==> src/rtl/dino_game_pkg.sv <==
// Shared types and constants for the dino game engine and its sprite write sequencer.
package dino_game_pkg;

    typedef enum logic [2:0] {
        StIdle,
        StRun,
        StJump,
        StDuck,
        StDead
    } dino_state_e;

    // Sprite display slave register map, one 8-bit coordinate per word
    localparam logic [8:0] ADDR_RUN_X  = 9'd0;
    localparam logic [8:0] ADDR_RUN_Y  = 9'd1;
    localparam logic [8:0] ADDR_JUMP_X = 9'd2;
    localparam logic [8:0] ADDR_JUMP_Y = 9'd3;
    localparam logic [8:0] ADDR_DUCK_X = 9'd4;
    localparam logic [8:0] ADDR_DUCK_Y = 9'd5;
    localparam logic [8:0] ADDR_CAC_X  = 9'd6;
    localparam logic [8:0] ADDR_CAC_Y  = 9'd7;

    localparam int unsigned NUM_REGS = 8;

    // Dino and cactus are both 32x32 boxes
    localparam logic [7:0] SPRITE_SIZE = 8'd32;

    function automatic logic [7:0] abs_diff(input logic [7:0] a, input logic [7:0] b);
        return (a >= b) ? (a - b) : (b - a);
    endfunction

    // Bit offset of a register's byte inside the flattened 8x8-bit snapshot
    function automatic int unsigned reg_lsb(input logic [8:0] addr);
        return 32'(addr) * 8;
    endfunction

endpackage

==> src/rtl/avmm_write_seq.sv <==
// Eight-beat Avalon-MM write master: snapshots eight bytes on start and pushes
// them to addresses 0..7, holding each beat while the slave asserts waitrequest.
module avmm_write_seq
    import dino_game_pkg::*;
(
    input  logic        clk,
    input  logic        reset_n,
    input  logic        start,
    input  logic [63:0] snap,
    output logic        busy,
    output logic        done,
    output logic        m_chipselect,
    output logic        m_write,
    output logic [8:0]  m_address,
    output logic [31:0] m_writedata,
    input  logic        m_waitrequest
);

    logic        busy_q, busy_d;
    logic [2:0]  beat_q, beat_d;
    logic [63:0] snap_q, snap_d;
    logic        accept;

    assign accept = busy_q && !m_waitrequest;
    assign done   = accept && (beat_q == 3'(NUM_REGS - 1));
    assign busy   = busy_q;

    // Sequencer state register
    always_ff @(posedge clk or negedge reset_n) begin
        if (!reset_n) begin
            busy_q <= 1'b0;
            beat_q <= '0;
            snap_q <= '0;
        end else begin
            busy_q <= busy_d;
            beat_q <= beat_d;
            snap_q <= snap_d;
        end
    end

    // Advance on each accepted beat; a new start may overlap the final beat
    always_comb begin
        busy_d = busy_q;
        beat_d = beat_q;
        snap_d = snap_q;
        if (accept) begin
            if (done) begin
                busy_d = 1'b0;
            end else begin
                beat_d = beat_q + 3'd1;
            end
        end
        if (start && (!busy_q || done)) begin
            busy_d = 1'b1;
            beat_d = '0;
            snap_d = snap;
        end
    end

    // Bus outputs are quiet (all zero) whenever no sequence is in flight
    always_comb begin
        m_chipselect = busy_q;
        m_write      = busy_q;
        m_address    = busy_q ? {6'd0, beat_q} : 9'd0;
        m_writedata  = busy_q ? {24'd0, snap_q[{beat_q, 3'b000} +: 8]} : 32'd0;
    end

endmodule

==> src/rtl/dino_game_engine.sv <==
// Frame-tick driven dino runner: game FSM, jump physics, cactus scroll,
// collision, and a per-frame sprite coordinate push over Avalon-MM.
module dino_game_engine
    import dino_game_pkg::*;
#(
    parameter logic [7:0]        GROUND_Y      = 8'd100,
    parameter logic [7:0]        DINO_X        = 8'd100,
    parameter logic signed [7:0] JUMP_V0       = 8'sd12,
    parameter logic signed [7:0] GRAVITY       = 8'sd1,
    parameter logic [7:0]        CAC_SPEED     = 8'd2,
    parameter logic [7:0]        CAC_RESTART_X = 8'd250,
    parameter logic [7:0]        PARK_X        = 8'd0,
    parameter logic [7:0]        PARK_Y        = 8'd255
) (
    input  logic        clk,
    input  logic        reset_n,
    input  logic        frame_tick,
    input  logic        btn_jump,
    input  logic        btn_duck,
    input  logic        btn_start,
    output logic        m_chipselect,
    output logic        m_write,
    output logic [8:0]  m_address,
    output logic [31:0] m_writedata,
    input  logic        m_waitrequest,
    output logic        game_over,
    output logic [15:0] score
);

    dino_state_e        state_q, state_d;
    logic [7:0]         y_q, y_d;
    logic signed [7:0]  vel_q, vel_d;
    logic [7:0]         cac_x_q, cac_x_d;
    logic [15:0]        score_q, score_d;
    logic               pending_q, pending_d;

    logic               seq_busy, seq_done;
    logic               can_service, service;
    logic               moving, do_jump;
    logic signed [7:0]  vel_cur, vel_next;
    logic signed [9:0]  y_ext, vel_ext, y_next, ground_ext;
    logic [63:0]        snap;

    // A tick is taken only when the sequencer can start a new push right away
    assign can_service = !seq_busy || seq_done;
    assign service     = can_service && (frame_tick || pending_q);

    // FSM state register
    always_ff @(posedge clk or negedge reset_n) begin
        if (!reset_n) begin
            state_q <= StIdle;
        end else begin
            state_q <= state_d;
        end
    end

    // Physics, score and pending-tick registers
    always_ff @(posedge clk or negedge reset_n) begin
        if (!reset_n) begin
            y_q       <= GROUND_Y;
            vel_q     <= '0;
            cac_x_q   <= CAC_RESTART_X;
            score_q   <= '0;
            pending_q <= 1'b0;
        end else begin
            y_q       <= y_d;
            vel_q     <= vel_d;
            cac_x_q   <= cac_x_d;
            score_q   <= score_d;
            pending_q <= pending_d;
        end
    end

    // One-deep tick queue: extra ticks while one is already waiting are lost
    always_comb begin
        pending_d = pending_q;
        if (can_service) begin
            pending_d = 1'b0;
        end else if (frame_tick) begin
            pending_d = 1'b1;
        end
    end

    // Jump arithmetic in 10-bit signed so a falling dino cannot wrap past ground
    always_comb begin
        vel_cur    = (state_q == StRun) ? JUMP_V0 : vel_q;
        vel_next   = vel_cur - GRAVITY;
        y_ext      = {2'b00, y_q};
        vel_ext    = {{2{vel_cur[7]}}, vel_cur};
        y_next     = y_ext - vel_ext;
        ground_ext = {2'b00, GROUND_Y};
    end

    // Next-state and physics update, applied only on a serviced tick
    always_comb begin
        state_d = state_q;
        y_d     = y_q;
        vel_d   = vel_q;
        cac_x_d = cac_x_q;
        score_d = score_q;
        moving  = 1'b0;
        do_jump = 1'b0;
        if (service) begin
            unique case (state_q)
                StIdle: begin
                    if (btn_start) begin
                        state_d = StRun;
                        moving  = 1'b1;
                    end
                end
                StRun: begin
                    moving = 1'b1;
                    if (btn_jump) begin
                        do_jump = 1'b1;
                    end else if (btn_duck) begin
                        state_d = StDuck;
                    end
                end
                StJump: begin
                    moving  = 1'b1;
                    do_jump = 1'b1;
                end
                StDuck: begin
                    moving = 1'b1;
                    if (!btn_duck) begin
                        state_d = StRun;
                    end
                end
                StDead: begin
                    if (btn_start) begin
                        state_d = StIdle;
                        y_d     = GROUND_Y;
                        vel_d   = '0;
                        cac_x_d = CAC_RESTART_X;
                        score_d = '0;
                    end
                end
                default: state_d = StIdle;
            endcase

            if (do_jump) begin
                if (y_next >= ground_ext) begin
                    y_d     = GROUND_Y;
                    vel_d   = '0;
                    state_d = StRun;
                end else begin
                    y_d     = y_next[7:0];
                    vel_d   = vel_next;
                    state_d = StJump;
                end
            end

            if (moving) begin
                cac_x_d = (cac_x_q < CAC_SPEED) ? CAC_RESTART_X : (cac_x_q - CAC_SPEED);
                score_d = (score_q == 16'hFFFF) ? score_q : (score_q + 16'd1);
                // Collision uses the freshly updated positions; ducking gives no cover
                if ((abs_diff(cac_x_d, DINO_X) < SPRITE_SIZE) &&
                    (abs_diff(GROUND_Y, y_d) < SPRITE_SIZE)) begin
                    state_d = StDead;
                end
            end
        end
    end

    // Outputs and the sprite snapshot for the pose the FSM is entering
    always_comb begin
        game_over = (state_q == StDead);
        score     = score_q;
        snap      = '0;
        snap[reg_lsb(ADDR_RUN_X)  +: 8] = PARK_X;
        snap[reg_lsb(ADDR_RUN_Y)  +: 8] = PARK_Y;
        snap[reg_lsb(ADDR_JUMP_X) +: 8] = PARK_X;
        snap[reg_lsb(ADDR_JUMP_Y) +: 8] = PARK_Y;
        snap[reg_lsb(ADDR_DUCK_X) +: 8] = PARK_X;
        snap[reg_lsb(ADDR_DUCK_Y) +: 8] = PARK_Y;
        snap[reg_lsb(ADDR_CAC_X)  +: 8] = cac_x_d;
        snap[reg_lsb(ADDR_CAC_Y)  +: 8] = GROUND_Y;
        unique case (state_d)
            StJump: begin
                snap[reg_lsb(ADDR_JUMP_X) +: 8] = DINO_X;
                snap[reg_lsb(ADDR_JUMP_Y) +: 8] = y_d;
            end
            StDuck: begin
                snap[reg_lsb(ADDR_DUCK_X) +: 8] = DINO_X;
                snap[reg_lsb(ADDR_DUCK_Y) +: 8] = y_d;
            end
            default: begin
                snap[reg_lsb(ADDR_RUN_X) +: 8] = DINO_X;
                snap[reg_lsb(ADDR_RUN_Y) +: 8] = y_d;
            end
        endcase
    end

    avmm_write_seq u_seq (
        .clk           (clk),
        .reset_n       (reset_n),
        .start         (service),
        .snap          (snap),
        .busy          (seq_busy),
        .done          (seq_done),
        .m_chipselect  (m_chipselect),
        .m_write       (m_write),
        .m_address     (m_address),
        .m_writedata   (m_writedata),
        .m_waitrequest (m_waitrequest)
    );

endmodule
==> config.mk <==
export PLATFORM = sky130hd
export DESIGN_NAME = dino_game_engine
export DESIGN_NICKNAME = d
export VERILOG_FILES = /design/src/rtl/dino_game_pkg.sv /design/src/rtl/avmm_write_seq.sv /design/src/rtl/dino_game_engine.sv
export SDC_FILE = /design/constraint.sdc
export NUM_CORES = 1
export LEC_CHECK = 0
export BUFFER_PORTS_ARGS = -buffer_cell sky130_fd_sc_hd__buf_2
export CAP_MARGIN = 20
export CORE_MARGIN = 2
export CORE_UTILIZATION = 55
export CTS_BUF_LIST = sky130_fd_sc_hd__clkbuf_2 sky130_fd_sc_hd__clkbuf_4 sky130_fd_sc_hd__clkbuf_8
export CTS_CLUSTER_SIZE = 24
export DETAILED_ROUTE_END_ITERATION = 10
export PLACE_DENSITY = 0.76
export REMOVE_ABC_BUFFERS = 1
export SYNTH_ARGS = -nofsm -noshare
export SYNTH_HDL_FRONTEND = slang
export SYNTH_SLANG_ARGS = --single-unit
==> constraint.sdc <==
create_clock -name clk -period 5 [get_ports clk]
set_clock_uncertainty 0.2 [all_clocks]
set_input_delay 0.5 -clock clk [delete_from_list [all_inputs] [get_ports clk]]
set_output_delay 0.5 -clock clk [all_outputs]
set_load 0.05 [all_outputs]
==> run metrics <==
status finished, final reports clean; Peak VDD IR between 200 and 250 uV; Final Cycle Share 0.9124; total power between 4000 and 5000 uW; Clock Power Share 0.108; initial antenna violation count 0; Startpoint Class register; CTS H-Tree Depth 3; worst min path class in -> reg; Syn-to-layout area delta 6.915%; P_sw ~2100 uW; final setup margin around 0.44 ns; initial core utilization 0.5627; row count 35; leak pwr 0.002377 uW; total grt overflow 0; RSZ-0062 raised after global routing false; Mapped Area ~5200 um2; GRT Util Overall 0.2579; crit-path max FO 13; #FFs+latches synth 84; detailed-route via count about 4,400; antenna cell count 0; CTS Sinks 84; ys async rst share 1.000; max_cap viols 0; Setup CP Type reg -> reg; Most used DFF post-synth dfrtp_1; final net count 616; Area after DPL 5321 um2; Int Pwr just over 2000 uW; Top Ports 67; FF-to-FF path depth 16; hold path depth 3; Routed Antenna Nets 0; post-DP HPWL 8917 um; post-synthesis cell count between 500 and 600; final-layout fill cell count a little over 800; GR Util met3 0.04369; Post-CTS Hold Buffers 0; Final Setup Violations 0; minimum clock period approximately 4.6 ns; Slew HR 0.3274; TritonCTS buffer count 9; WP data required between 5 and 6 ns; sw frac 0.5137; sum of negative setup slack 0 ns; Combinational Power Share 0.597; Crit path top cell by count nand2_1; core area between 9000 and 10,000 um2; share of layout cells above drive strength 1 0.1436; YS warnings 0; sequential power share 0.295; first-pass GRT wire length approximately 21,000 um; busiest grt layer met2; Crit path arrival time around 4.6 ns; Bufs on Longest Clock Path 2; die height around 100 um; largest net degree at the start of global routing 85; met2 Usage GRT 0.4097; Slew @ Worst Pin 1.002 ns; DP Worst Slack ~0.49 ns; initial drt markers between 200 and 250; final hold vios 0; Routed Wire Length 12,570 um; vias in the first global route 4,191; RD Place Congestion around 0.94; Post-synth EDFFs 0; Yosys cell types 62; Reg clk slew, reported paths 0.09 ns; CTS root buf clkbuf_8; IO Port Bufs 36; Critical Path, Cell by Cell or3b_1 > nand2_1 > inv_1 > ha_1 > fa_1 > and3b_1 > a2111oi_0 > o2bb2ai_1 > xnor2_1 > o311ai_1 > a31o_2 > nand2_1 > buf_4 > o22a_1 > mux2i_1 > o31ai_1; Chip Width just over 100 um; max-slew violation count 0; DRC errors left 0; cts repair resizes 0; Max Clk Rate approximately 0.22 GHz; hold slack between 0.15 and 0.2 ns; CTS tree yes; Routed WL per cell ~18 um; Clock Latency Late Sink approximately 0.37 ns; critical path's largest stage delay about 0.54 ns; Pwr Density 748.7 nW/um2; Synth Area per Inst ~9 um2; CP Capture Type register; Seq/Total Area, Yosys 0.4084; Vias per Instance 6.179; met1 Usage GRT 0.3471; Die ar. 10,200 um2; Pre-antenna DRT Iters 5; Layout Cell Area excl Fill 5533 um2; CP max stage cell or3b_1; setup bufs post-CTS 0
==> cell usage in the layout, fill, tap and decap left out, types with 4 or more instances in the layout <==
cell       n
dfrtp_1   75
nand2_1   58
nor2_1    55
o21ai_0   40
a21oi_1   38
buf_2     35
conb_1    30
o32a_1    19
inv_1     18
mux2i_1   15
ha_1      13
o31ai_1   12
xnor2_1   10
xor2_1     9
dfstp_2    9
clkbuf_8   9
o22ai_1    8
nor3_1     8
nand2b_1   8
and3_1     8
nor2b_1    8
buf_4      8
a211oi_1   7
or3_1      7
nand3_1    6
and2_1     6
nand4_1    5
a22o_1     5
a22oi_1    5
mux2_2     5
a21o_1     4
==> flip-flops by register name, summed over array words and instances (netlist names) <==
name and count:
cac_x_q 8, pending_q 1, u_seq.snap_q 36, u_seq.beat_q 3, score 16, u_seq.busy 1
state_q 3, vel_q 8, y_q 8
==> path summary, 6_finish.rpt <==
check | from | to | slack [ns]
max in group asynchronous | reset_n | cac_x_q[4] | 3.66
worst max register to register | state_q[1] | u_seq.snap_q[14] | 0.44
min in group asynchronous | reset_n | score[0] | 0.31
worst min register to register | u_seq.snap_q[54] | u_seq.snap_q[54] | 0.29
worst min-delay path | frame_tick | u_seq.busy | 0.16
worst max-delay path | state_q[1] | u_seq.snap_q[14] | 0.44
==> area by class of cell <==
class	instances	area [um2]	share of cell area
clock inverters	6	50.05	0.009046
clock buffers	9	123.9	0.02239
flip-flops and latches	84	2113	0.3820
multi-input cells	436	2746	0.4964
repair buffers	46	292.8	0.05292
inverters	18	67.56	0.01221
well taps	111	138.9	0.02510
==> synth_stat cells (all sizes together), types with 8 or more instances <==
master	instances	area, um2
nor2b	9	56.30
a211oi	8	65.06
o22ai	8	50.05
clkbuf	20	75.07
mux2i	15	150.1
ha	13	162.7
and3	8	50.05
nor2	56	212.7
o21ai	42	210.2
xor2	9	78.83
nand2b	8	50.05
o32a	19	190.2
dfrtp	75	1877
o31ai	12	90.09
inv	18	67.56
dfstp	9	236.5
a21oi	38	190.2
buf	39	284.0
nand2	58	217.7
xnor2	10	87.58
nor3	8	40.04
==> power by group through the flow <==
stage / registers (uW) / logic [uW] / clock network [uW]
3_3_place_gp: 1210 / 2360 / 0
6_report: 1220 / 2470 / 449
3_5_place_dp: 1230 / 2420 / 0
4_1_cts: 1210 / 2440 / 454
2_1_floorplan: 1160 / 1850 / 0
5_1_grt: 1260 / 2700 / 482
==> worst max-delay path, delay by kind of cell (launching register included) <==
kind | cells | cell delay [ns]
xor gates and xnor gates | 1 | 0.38
buffers and inverters | 2 | 0.34
adders and majority gates | 2 | 0.62
AOI/OAI and AO/OA | 6 | 1.06
and+or+nand+nor | 4 | 1.28
DFF | 1 | 0.49
muxes | 1 | 0.09
==> metal layers <==
layer	wire, um	up-vias	share of wire
met5	0	-	0
met4	340	0	0.027
met3	773	29	0.062
met2	6079	167	0.48
met1	5375	2145	0.43
li1	-	2046	-
==> through the flow <==
stage            util  std cells
6_report       0.6016        710
5_1_grt        0.6016        710
4_1_cts        0.5976        708
3_5_place_dp   0.5786        693
3_3_place_gp   0.5786        693
2_1_floorplan       -        538
==> cells by family (layout without fill, tap and decap cells) <==
kind of cell               Yosys count  count (layout)  synth area share
AOI/OAI and AO/OA                  167             167            0.2198
xor gates and xnor gates            19              19           0.03216
adders and majority gates           14              14           0.03530
buffers and inverters               77              79           0.08244
DFF                                 84              84            0.4084
muxes                               23              23           0.05295
other                                1              30         0.0007246
and+or+nand+nor                    183             183            0.1683
Power figures use the tool's default switching activity.
